## src/rtl/pipe_pkg.sv

```systemverilog
// pipe_pkg
//   Shared definitions for the elastic pipeline stage register:
//   default widths, control-bit positions inside the CTRL word and
//   the occupancy encoding of the stage.
//   CTRL word layout (MSB..LSB):
//     {Branch, MemRead, MemToReg, MemWrite, RegWrite, jal, jalr, ALUSrc}
package pipe_pkg;

  localparam int DEF_CTRL_W = 8;
  localparam int DEF_DATA_W = 142;
  localparam int DEF_CNT_W  = 16;

  localparam int CTRL_ALUSRC   = 0;
  localparam int CTRL_JALR     = 1;
  localparam int CTRL_JAL      = 2;
  localparam int CTRL_REGWRITE = 3;
  localparam int CTRL_MEMWRITE = 4;
  localparam int CTRL_MEMTOREG = 5;
  localparam int CTRL_MEMREAD  = 6;
  localparam int CTRL_BRANCH   = 7;

  // Number of beats currently held by the stage.
  typedef enum logic [1:0] {
    OCC_EMPTY = 2'd0,
    OCC_ONE   = 2'd1,
    OCC_TWO   = 2'd2
  } occ_e;

endpackage

```

## src/rtl/pipe_skid_slot.sv

```systemverilog
// pipe_skid_slot
//   One storage entry of the stage: valid flag, control word and payload.
//   Control is zeroed whenever the slot is cleared so an empty slot can
//   never present live control bits; the payload only changes on load,
//   so it keeps the last beat after a clear.
// Ports
//   clk      in   rising-edge clock
//   rst      in   synchronous active-high reset, zeroes everything
//   clear_i  in   drop the held beat (wins over load_i)
//   load_i   in   capture ctrl_i/data_i and mark valid
//   ctrl_i   in   control word to capture
//   data_i   in   payload to capture
//   valid_o  out  slot holds a beat
//   ctrl_o   out  held control word (0 when empty)
//   data_o   out  held payload
module pipe_skid_slot
  import pipe_pkg::*;
#(
  parameter int CTRL_W = DEF_CTRL_W,
  parameter int DATA_W = DEF_DATA_W
) (
  input  logic              clk,
  input  logic              rst,
  input  logic              clear_i,
  input  logic              load_i,
  input  logic [CTRL_W-1:0] ctrl_i,
  input  logic [DATA_W-1:0] data_i,
  output logic              valid_o,
  output logic [CTRL_W-1:0] ctrl_o,
  output logic [DATA_W-1:0] data_o
);

  logic              valid_q;
  logic [CTRL_W-1:0] ctrl_q;
  logic [DATA_W-1:0] data_q;

  always_ff @(posedge clk) begin
    if (rst) begin
      valid_q <= 1'b0;
      ctrl_q  <= '0;
      data_q  <= '0;
    end else if (clear_i) begin
      valid_q <= 1'b0;
      ctrl_q  <= '0;
    end else if (load_i) begin
      valid_q <= 1'b1;
      ctrl_q  <= ctrl_i;
      data_q  <= data_i;
    end
  end

  assign valid_o = valid_q;
  assign ctrl_o  = ctrl_q;
  assign data_o  = data_q;

endmodule

```

## src/rtl/pipe_stage_reg.sv

```systemverilog
// pipe_stage_reg
//   Elastic pipeline register between two RISC-V pipeline stages.
//   valid/ready handshake on both sides, optional second (skid) entry
//   so in_ready can be registered, synchronous flush, bubble control
//   zeroing and a saturating stall counter.
//
//   state     | meaning
//   ----------+------------------------------------------------------
//   OCC_EMPTY | nothing held, out_valid=0
//   OCC_ONE   | one beat in the main slot, presented on out_*
//   OCC_TWO   | main slot presented, skid slot holds the next beat;
//             | stage refuses new beats (SKID=1 only)
//
// Ports
//   clk        in   rising-edge clock
//   rst        in   synchronous active-high reset
//   flush      in   drop every held beat and the beat offered this cycle
//   in_valid   in   upstream beat present
//   in_ready   out  stage accepts a beat this cycle
//   in_ctrl    in   control word of incoming beat
//   in_data    in   payload of incoming beat
//   out_valid  out  beat presented downstream
//   out_ready  in   downstream accepts the beat this cycle
//   out_ctrl   out  control word, 0 on a bubble
//   out_data   out  payload, holds last value on a bubble
//   stall_cnt  out  saturating count of cycles with out_valid & ~out_ready
module pipe_stage_reg
  import pipe_pkg::*;
#(
  parameter int CTRL_W = DEF_CTRL_W,
  parameter int DATA_W = DEF_DATA_W,
  parameter bit SKID   = 1'b1,
  parameter int CNT_W  = DEF_CNT_W
) (
  input  logic              clk,
  input  logic              rst,
  input  logic              flush,
  input  logic              in_valid,
  output logic              in_ready,
  input  logic [CTRL_W-1:0] in_ctrl,
  input  logic [DATA_W-1:0] in_data,
  output logic              out_valid,
  input  logic              out_ready,
  output logic [CTRL_W-1:0] out_ctrl,
  output logic [DATA_W-1:0] out_data,
  output logic [CNT_W-1:0]  stall_cnt
);

  occ_e              state_q, state_d;
  logic              in_xfer, out_xfer;
  logic              main_load, main_sel_skid, main_clear;
  logic              skid_load, skid_clear;
  logic              main_valid, skid_valid;
  logic [CTRL_W-1:0] main_ctrl, skid_ctrl, main_ctrl_in;
  logic [DATA_W-1:0] main_data, skid_data, main_data_in;
  logic [CNT_W-1:0]  stall_cnt_q, stall_cnt_d;

  assign in_xfer  = in_valid & in_ready;
  assign out_xfer = main_valid & out_ready;

  always_ff @(posedge clk) begin
    if (rst) begin
      state_q <= OCC_EMPTY;
    end else begin
      state_q <= state_d;
    end
  end

  always_comb begin
    state_d       = state_q;
    main_load     = 1'b0;
    main_sel_skid = 1'b0;
    main_clear    = 1'b0;
    skid_load     = 1'b0;
    skid_clear    = 1'b0;
    if (flush) begin
      state_d    = OCC_EMPTY;
      main_clear = 1'b1;
      skid_clear = 1'b1;
    end else begin
      unique case (state_q)
        OCC_EMPTY: begin
          if (in_xfer) begin
            state_d   = OCC_ONE;
            main_load = 1'b1;
          end
        end
        OCC_ONE: begin
          if (in_xfer && out_xfer) begin
            main_load = 1'b1;
          end else if (in_xfer) begin
            // Only reachable with a skid entry; without one in_ready is
            // low whenever a held beat is not leaving.
            if (SKID) begin
              state_d   = OCC_TWO;
              skid_load = 1'b1;
            end
          end else if (out_xfer) begin
            state_d    = OCC_EMPTY;
            main_clear = 1'b1;
          end
        end
        OCC_TWO: begin
          if (out_xfer) begin
            state_d       = OCC_ONE;
            main_load     = 1'b1;
            main_sel_skid = skid_valid;
            skid_clear    = 1'b1;
          end
        end
        default: begin
          state_d    = OCC_EMPTY;
          main_clear = 1'b1;
          skid_clear = 1'b1;
        end
      endcase
    end
  end

  assign main_ctrl_in = main_sel_skid ? skid_ctrl : in_ctrl;
  assign main_data_in = main_sel_skid ? skid_data : in_data;

  pipe_skid_slot #(
    .CTRL_W(CTRL_W),
    .DATA_W(DATA_W)
  ) u_main (
    .clk     (clk),
    .rst     (rst),
    .clear_i (main_clear),
    .load_i  (main_load),
    .ctrl_i  (main_ctrl_in),
    .data_i  (main_data_in),
    .valid_o (main_valid),
    .ctrl_o  (main_ctrl),
    .data_o  (main_data)
  );

  generate
    if (SKID) begin : g_skid
      logic in_ready_q;

      pipe_skid_slot #(
        .CTRL_W(CTRL_W),
        .DATA_W(DATA_W)
      ) u_skid (
        .clk     (clk),
        .rst     (rst),
        .clear_i (skid_clear),
        .load_i  (skid_load),
        .ctrl_i  (in_ctrl),
        .data_i  (in_data),
        .valid_o (skid_valid),
        .ctrl_o  (skid_ctrl),
        .data_o  (skid_data)
      );

      // Registered ready: decided from the next occupancy, so out_ready
      // never reaches in_ready combinationally.
      always_ff @(posedge clk) begin
        if (rst) begin
          in_ready_q <= 1'b1;
        end else begin
          in_ready_q <= (state_d != OCC_TWO);
        end
      end

      assign in_ready = in_ready_q;
    end else begin : g_noskid
      assign skid_valid = 1'b0;
      assign skid_ctrl  = '0;
      assign skid_data  = '0;
      assign in_ready   = out_ready | ~main_valid;
    end
  endgenerate

  always_comb begin
    stall_cnt_d = stall_cnt_q;
    if (main_valid && !out_ready && (stall_cnt_q != {CNT_W{1'b1}})) begin
      stall_cnt_d = stall_cnt_q + {{(CNT_W-1){1'b0}}, 1'b1};
    end
  end

  always_ff @(posedge clk) begin
    if (rst) begin
      stall_cnt_q <= '0;
    end else begin
      stall_cnt_q <= stall_cnt_d;
    end
  end

  assign out_valid = main_valid;
  // The slot already zeroes control when empty; the mask keeps bubbles
  // harmless even if that ever changes.
  assign out_ctrl  = main_ctrl & {CTRL_W{main_valid}};
  assign out_data  = main_data;
  assign stall_cnt = stall_cnt_q;

endmodule
```

## config.mk

```make
export PLATFORM = sky130hd
export DESIGN_NAME = pipe_stage_reg
export DESIGN_NICKNAME = d
export VERILOG_FILES = /design/src/rtl/pipe_pkg.sv /design/src/rtl/pipe_skid_slot.sv /design/src/rtl/pipe_stage_reg.sv
export SDC_FILE = /design/constraint.sdc
export NUM_CORES = 1
export LEC_CHECK = 0
export BUFFER_PORTS_ARGS = -buffer_cell sky130_fd_sc_hd__buf_2
export CORE_AREA = 2 2 203 205
export DETAILED_ROUTE_END_ITERATION = 7
export DIE_AREA = 0 0 205 207
export SYNTH_ARGS = -nofsm -noshare
export SYNTH_HDL_FRONTEND = slang
export SYNTH_SLANG_ARGS = --single-unit
```

## constraint.sdc

```tcl
create_clock -name clk -period 1.7 [get_ports clk]
set_input_delay 0 -clock clk [delete_from_list [all_inputs] [get_ports clk]]
set_output_delay 0 -clock clk [all_outputs]
set_load 0.005 [all_outputs]
```

==> key figures, run 1 <==
Timing
  • Final setup violation count: 182
  • Rel. slew slack: 0.4921
  • Crit path time final: about 1.8 ns
  • Slew Limit Fails: 0
  • Setup ws final: -0.08628 ns
  • Least-Margin Pin Slew: 0.7618 ns
  • Clk_skew: ~0.014 ns
  • Period utilisation layout: 1.051
  • FMAX: between 0.5 and 0.6 GHz
  • Fin. Hold Viols: 0
  • RSZ-0062 raised after global routing: yes

Setup path
  • Max FO, Critical Path: 57
  • Worst-case reg-to-reg path depth: 6
  • Worst Path Required: approximately 2.1 ns
  • Worst reg2reg path startpoint: u_main.valid_o
  • Arrival @ worst endpoint: about 2.2 ns
  • CP Class: flop to flop
  • CP Capture Type: flop
  • R2r endpoint: u_main.data_o[85]
  • FF-to-FF setup slack: -0.09 ns
  • Startpoint types: flop

Route
  • DRC errors left: 0
  • Final WL: 47,580 um
  • Final antenna-violating net count: 0
  • Post-DR vias/cell: 5.118
  • DRT Pass-1 Iters: 5
  • Iter 0 DRT Violations: roughly 760
  • WL/cell: 18.71 um
  • Vias: between 10,000 and 15,000

Cells and area
  • Synth-to-Final Area Change: 52.48%
  • Filler cell count: about 3,600
  • Final core utilization: 0.5114
  • Share of cells above drive strength 1: 0.3912
  • Final nets: 2,137

Power and ir drop
  • Static leakage: slightly below 9 nW
  • Internal: 13.92 mW
  • Pwr dens: a little over 900 mW/mm2
  • Switch share: 0.2557
  • Maximum vdd drop: 610.1 uV
  • Pwr Total: between 15 and 20 mW
  • Clk network pwr share: 0.438
  • Reg power frac: 0.428
  • P_sw: roughly 4.8 mW
  • Comb pwr share: 0.134

Synth
  • Synth Area per Inst: 9.192 um2
  • Commonest cells in the netlist: 321 x dfxtp_1, 315 x a21oi_1, 308 x nand2_1, 151 x mux2i_1, 100 x a211oi_2
  • EDFF count, synth: 0
  • Area leader, netlist: dfxtp_1
  • Warnings, synthesis: 0
  • FF+latch count, synth: roughly 320
  • Async S/R FF share, synth: 0
  • Main area contributors after synthesis: dfxtp_1 47%, a21oi_1 12%, mux2i_1 11%, a211oi_2 9.2%, nand2_1 8.5%
  • Number of distinct library cells after synthesis: 40
  • Synth Net Count: 1,629
  • Post-Syn Area: 0.01354 mm2
  • Synth top area share: 0.4746
  • Top_reg_cell synth: dfxtp_1
  • Most common cell in the netlist: dfxtp_1
  • Synth Instances: about 1,500
  • Seq/Total Area, Yosys: 0.4746

Run status
  • Failing checks: negative setup slack
  • Status: finished, violations left

Global route
  • Largest net degree at the start of global routing: 95
  • Total GRT Usage: 0.2042
  • First-pass GRT wire length: about 70,000 um
  • Initial antenna violation count: 2
  • Total congestion overflow: 0
  • Vias in the first global route: 12,980

Floorplan
  • Die Y: around 210 um
  • Initial Utilization: 0.3354
  • Boundary pin count: ~320
  • Row cnt: 74
  • Core area: 0.04037 mm2
  • Die span in x: 205 um
  • Die area: roughly 0.042 mm2

Worst hold path
  • Hold_sp: in_data[13]
  • Worst Hold End: g_skid.u_skid.data_o[13]
  • Min-delay worst type: input port to flop
  • WHS Path Cells: 4

Run
  • Max_cap viols: 0

Clock tree
  • Clk_lat worst skew: 0.55 ns
  • H-tree levels: 2
  • CTS tree: done
  • Clk sinks: about 320
  • CTS buffer count: 38
  • Clk slew on worst S/H paths: around 0.060 ns
  • Clock Root Buffer: clkbuf_16
  • CTS max path bufs: 3

Placement
  • RD Place Congestion: around 0.77
  • IO Port Bufs: roughly 320
  • Post-DP HPWL: about 26,000 um
  • Worst slack, placed: -0.1289 ns
layout make-up:
class	count	area (um2)	share of cell area
timing repair buffer	605	5095	0.2468
tap	532	665.6	0.03224
clock buffer	55	1159	0.05612
sequential	321	6452	0.3125
multi-input combinational	1008	7137	0.3457
inverter	7	28.78	0.001394
clock inverter	13	103.9	0.005030
antenna	2	5.005	0.0002424
power groups by stage:
| stage | registers (mW) | clock network [mW] | logic [mW] |
|---|---|---|---|
| after detailed placement | 8.15 | 0 | 1.87 |
| after global routing | 8.03 | 8.68 | 2.69 |
| after floorplan | 8.16 | 0 | 1.05 |
| after CTS | 7.99 | 8.41 | 2.35 |
| after global placement | 8.14 | 0 | 1.82 |
| final | 8.00 | 8.20 | 2.50 |
registers in the layout, indices dropped and copies added (netlist names):
name / count
u_main.valid_o: 1
u_main.ctrl_o: 8
g_skid.u_skid.valid_o: 1
g_skid.u_skid.data_o: 142
g_skid.u_skid.ctrl_o: 8
stall_cnt: 16
in_ready: 1
state_q: 2
u_main.data_o: 142
layout by cell type, fill, tap and decap left out, types with 5 or more instances in the layout:
| cell | count |
|---|---|
| buf_6 | 26 |
| or4_1 | 5 |
| dfxtp_2 | 12 |
| nand2_4 | 11 |
| nand2_2 | 10 |
| nor2_1 | 9 |
| dfxtp_1 | 306 |
| buf_16 | 18 |
| buf_12 | 18 |
| a21oi_2 | 79 |
| dlygate4sd3_1 | 154 |
| a211oi_1 | 24 |
| buf_4 | 47 |
| clkbuf_16 | 55 |
| and2_1 | 8 |
| mux2i_1 | 143 |
| a211oi_2 | 127 |
| mux2i_2 | 7 |
| a21oi_1 | 234 |
| buf_2 | 322 |
| o31ai_1 | 6 |
| buf_8 | 6 |
| clkbuf_1 | 6 |
| nand4_1 | 6 |
| clkinv_2 | 8 |
| clkbuf_8 | 8 |
| inv_1 | 6 |
| or3_1 | 5 |
| nand2_1 | 287 |
cell families (layout without fill, tap and decap cells):
group,Yosys count,in the layout,synth area share
other,0,2,0
adder cells (fa/ha/maj),1,1,0.0009239
AO/OA/AOI/OAI,485,485,0.2470
XOR/XNOR,2,2,0.001294
AND/OR/NAND/NOR,367,368,0.1135
multiplexers,152,152,0.1125
flip-flops,321,321,0.4746
buffers and inverters,145,680,0.05027
per-layer routing:
metal / wire length [um] / part of all wire / global-route usage / vias to the layer above
li1: - / - / - / 6249
met3: 3241 / 0.068 / 0.05459 / 92
met2: 22500 / 0.47 / 0.3348 / 371
met4: 1566 / 0.033 / 0.08335 / 0
met1: 20270 / 0.43 / 0.2528 / 6304
met5: 0 / 0 / 0 / -
worst max path at each step:
stage | from | slack, ns | cells past startpoint | end
floorplan | stall_cnt[1] | -0.05 | 7 | stall_cnt[1]
global placement | u_main.valid_o | -0.04 | 5 | u_main.data_o[75]
detailed placement | u_main.valid_o | -0.13 | 6 | u_main.data_o[40]
CTS | u_main.valid_o | -0.06 | 7 | u_main.data_o[89]
global route | state_q[0] | -0.15 | 9 | g_skid.u_skid.data_o[62]
finish | u_main.valid_o | -0.09 | 6 | u_main.data_o[85]
worst max-delay path: stages, from the launching register on:
cell and delay (ns):
dfxtp_4 0.36, and4b_2 0.25, a211o_4 0.31, buf_6 0.14
buf_16 0.17, a21oi_1 0.26, a211oi_2 0.06
per-stage QoR:
stage	hold slack [ns]	instances	setup TNS [ns]	area (um2)
after detailed placement	0.2577	2275	-5.910	16220
after global routing	0.2472	2543	-23.68	20650
final	0.2538	2543	-5.407	20650
after global placement	0.2497	2275	-1.109	16220
after floorplan	0.1261	1473	-2.508	13740
after CTS	0.2115	2521	-1.706	19740
repair_timing:
item	CTS	global route
gates resized for setup	87	139
hold buffers	154	0
cloned	11	17
endpoints found under the hold margin	319	0
setup endpoints to repair	198	312
pin swaps	34	41
setup buffers	13	5
No activity file was read; power rests on OpenSTA's default activity.
==> inputs of run 2 (changes only) <==
--- a/config.mk
+++ b/config.mk
@@ -6,9 +6,10 @@
 export NUM_CORES = 1
 export LEC_CHECK = 0
 export BUFFER_PORTS_ARGS = -buffer_cell sky130_fd_sc_hd__buf_2
-export CORE_AREA = 2 2 203 205
+export CORE_AREA = 2 2 170 172
 export DETAILED_ROUTE_END_ITERATION = 7
-export DIE_AREA = 0 0 205 207
+export DIE_AREA = 0 0 172 174
+export PLACE_DENSITY = 0.75
 export SYNTH_ARGS = -nofsm -noshare
 export SYNTH_HDL_FRONTEND = slang
 export SYNTH_SLANG_ARGS = --single-unit
==> run 2 against run 1 <==
Against the previous run: the run still ends with negative setup slack left; critical path depth shrank 1; final area is 0.50% lower; clock skew decreased by 0.0031 ns; first-iteration DRC count increased by 37%; clock-buffer cell count unchanged; total power is 0.84% lower; register-to-register slack improved by 0.04 ns; combinational power is 16% higher; hold slack worse by 0.14 ns; sequential share of layout area rose by 0.13 points; via count rose by 4.7%; die area shrank 29%.
==> key figures, run 2 (synthesized netlist as in run 1, its figures left out) <==
Run status
  • Status: finished, violations left
  • Failing checks: negative setup slack

Floorplan
  • Die span in x: 172 um (-16%)
  • Die area: 0.02993 mm2 (-29%)
  • Core area: 0.02824 mm2 (-30%)
  • Row cnt: 62 (-16%)
  • Boundary pin count: 323 (unchanged)
  • Initial Utilization: 0.4795 (+0.1441)
  • Die Y: 174 um (-16%)

Timing
  • Crit path time final: 1.751 ns (-0.03537 ns)
  • Final setup violation count: 35 (-81%)
  • Slew Limit Fails: 0 (unchanged)
  • Rel. slew slack: 0.6176 (+0.1254)
  • Period utilisation layout: 1.030 (-0.02081)
  • Clk_skew: 0.01117 ns (-0.003125 ns)
  • RSZ-0062 raised after global routing: yes
  • FMAX: 0.5711 GHz (+2.0%)
  • Setup ws final: -0.05091 ns (+0.03537 ns)
  • Least-Margin Pin Slew: 0.5737 ns (-0.1881 ns)
  • Hold slack: 0.1163 ns (-0.1375 ns)
  • Fin. Hold Viols: 0 (unchanged)

Setup path
  • Startpoint types: flop
  • Worst-case reg-to-reg path depth: 5 (-1)
  • CP top delay family: compound AO/OA/AOI/OAI gates
  • Worst reg2reg path startpoint: state_q[0]
  • FF-to-FF setup slack: -0.05 ns (+0.04 ns)
  • CP Buf/Inv Count: 1 (-1)
  • Critical path, cell by cell: and4b_2 -> a211o_4 -> and2_4 -> buf_8 -> a211oi_1
  • Max incr delay on CP: 0.37 ns (about the same)
  • Worst path slowest cell: a211o_4
  • Arrival @ worst endpoint: 2.15 ns (-0.04 ns)
  • Max FO, Critical Path: 11 (-81%)
  • CP Capture Type: flop
  • Worst Path Required: 2.10 ns (about the same)
  • R2r endpoint: u_main.data_o[16]
  • CP Class: flop to flop

Power and ir drop
  • Pwr dens: 902.8 mW/mm2 (-0.35%)
  • Maximum vdd drop: 812.2 uV (+33%)
  • Static leakage: 8.811 nW (-1.0%)

Clock tree
  • Clk sinks: 321 (unchanged)
  • H-tree levels: 2 (unchanged)
  • Clk_lat worst skew: 0.51 ns (-0.04 ns)
  • CTS buffer count: 35 (-7.9%)
  • CTS tree: done
  • Clk slew on worst S/H paths: 0.06 ns (about the same)
  • CTS max path bufs: 3 (unchanged)
  • Clock Root Buffer: clkbuf_16

Run
  • Max_cap viols: 0 (unchanged)

Global route
  • Total congestion overflow: 0 (unchanged)
  • Total GRT Usage: 0.2635 (+0.05934)
  • Vias in the first global route: 12,980 (+0.054%)
  • First-pass GRT wire length: 64,630 um (-7.4%)
  • Initial antenna violation count: 2 (unchanged)
  • Largest net degree at the start of global routing: 82 (-14%)

Route
  • Vias: 13,630 (+4.7%)
  • Final WL: 49,690 um (+4.4%)
  • Final antenna-violating net count: 0 (unchanged)
  • Post-DR vias/cell: 5.730 (+12%)
  • Iter 0 DRT Violations: 1,040 (+37%)
  • DRT Pass-1 Iters: 5 (unchanged)
  • DRC errors left: 0 (unchanged)
  • WL/cell: 20.89 um (+12%)

Cells and area
  • Commonest cells after routing, fill and taps aside: 321 x buf_2, 308 x nand2_1, 308 x dfxtp_1
  • Share of cells above drive strength 1: 0.4019 (+0.01067)
  • Commonest non-fill, non-tap cell in the layout: buf_2
  • Register area: 0.006447 mm2 (about the same)
  • Filler cell count: 1,837 (-49%)
  • Synth-to-Final Area Change: 51.72%
  • Multi-input gate area: 0.007515 mm2 (+5.3%)
  • Final core utilization: 0.7275 (+0.2161)
  • Final nets: 2,124 (-0.61%)

Placement
  • RD Place Congestion: 0.8127 (+6.1%)
  • IO Port Bufs: 322 (unchanged)
  • Post-DP HPWL: 24,310 um (-7.7%)

Worst hold path
  • Hold_sp: out_ready
  • Worst Hold End: stall_cnt[0]
  • WHS Path Cells: 6 (+2)
  • Min-delay worst type: input port to flop
[run 2: tightest hold or removal path: cells and delay by family]
| family | cells | cell delay [ns] |
|---|---|---|
| buf+inv | 2 | 0.29 |
| xor+xnor | 1 | 0.07 |
| simple gates | 2 | 0.15 |
| compound gates | 1 | 0.07 |
[run 2: power by group]
part           internal [mW]  switching [mW]
sequential              7.83           0.242
clock                   4.50            3.06
combinational           1.39            1.52
[run 2: worst max-delay path by stage]
stage | from | to | slack [ns] | depth (start not counted)
after CTS | u_main.valid_o | u_main.data_o[125] | -0.03 | 5
after global placement | state_q[0] | u_main.data_o[116] | -0.05 | 5
after global routing | state_q[0] | g_skid.u_skid.data_o[11] | -0.12 | 8
after floorplan | stall_cnt[1] | stall_cnt[1] | -0.05 | 7
after detailed placement | state_q[0] | u_main.data_o[123] | -0.10 | 5
final | state_q[0] | u_main.data_o[16] | -0.05 | 5
[run 2: area by class of cell]
type | count | share of cell area
flip-flops and latches | 321 | 0.3138
repair buffers | 593 | 0.2395
well taps | 384 | 0.02339
diodes | 2 | 0.0002436
inverters | 7 | 0.001401
clock buffers | 55 | 0.05226
clock inverters | 7 | 0.003532
multi-input cells | 1010 | 0.3658
[run 2: through the flow]
| stage | area, um2 | worst slack [ns] | std cells | power (mW) | setup TNS, ns |
|---|---|---|---|---|---|
| 6_report | 20540 | -0.05091 | 2379 | 18.55 | -0.4859 |
| 5_1_grt | 20540 | -0.1221 | 2379 | 19.12 | -8.630 |
| 4_1_cts | 18720 | -0.02511 | 2335 | 17.75 | -0.4051 |
| 3_5_place_dp | 16010 | -0.1044 | 2118 | 9.968 | -6.484 |
| 3_3_place_gp | 16010 | -0.05304 | 2118 | 9.920 | -1.967 |
| 2_1_floorplan | 13740 | -0.05319 | 1473 | 9.211 | -2.508 |
[run 2: routing by layer]
layer	routed length (um)	track usage	vias to the layer above
li1	-	-	6235
met1	19550	0.3129	6607
met2	23800	0.4465	629
met3	4118	0.06284	161
met4	2221	0.1246	0
met5	0	0	-
[run 2: repair_timing]
action,4_1_cts,5_1_grt
pin swaps,1,18
setup buffers,1,7
resized for setup,4,256
hold buffers,153,0
cloned,1,35
endpoints found under the hold margin,307,0
setup endpoints to repair,128,247
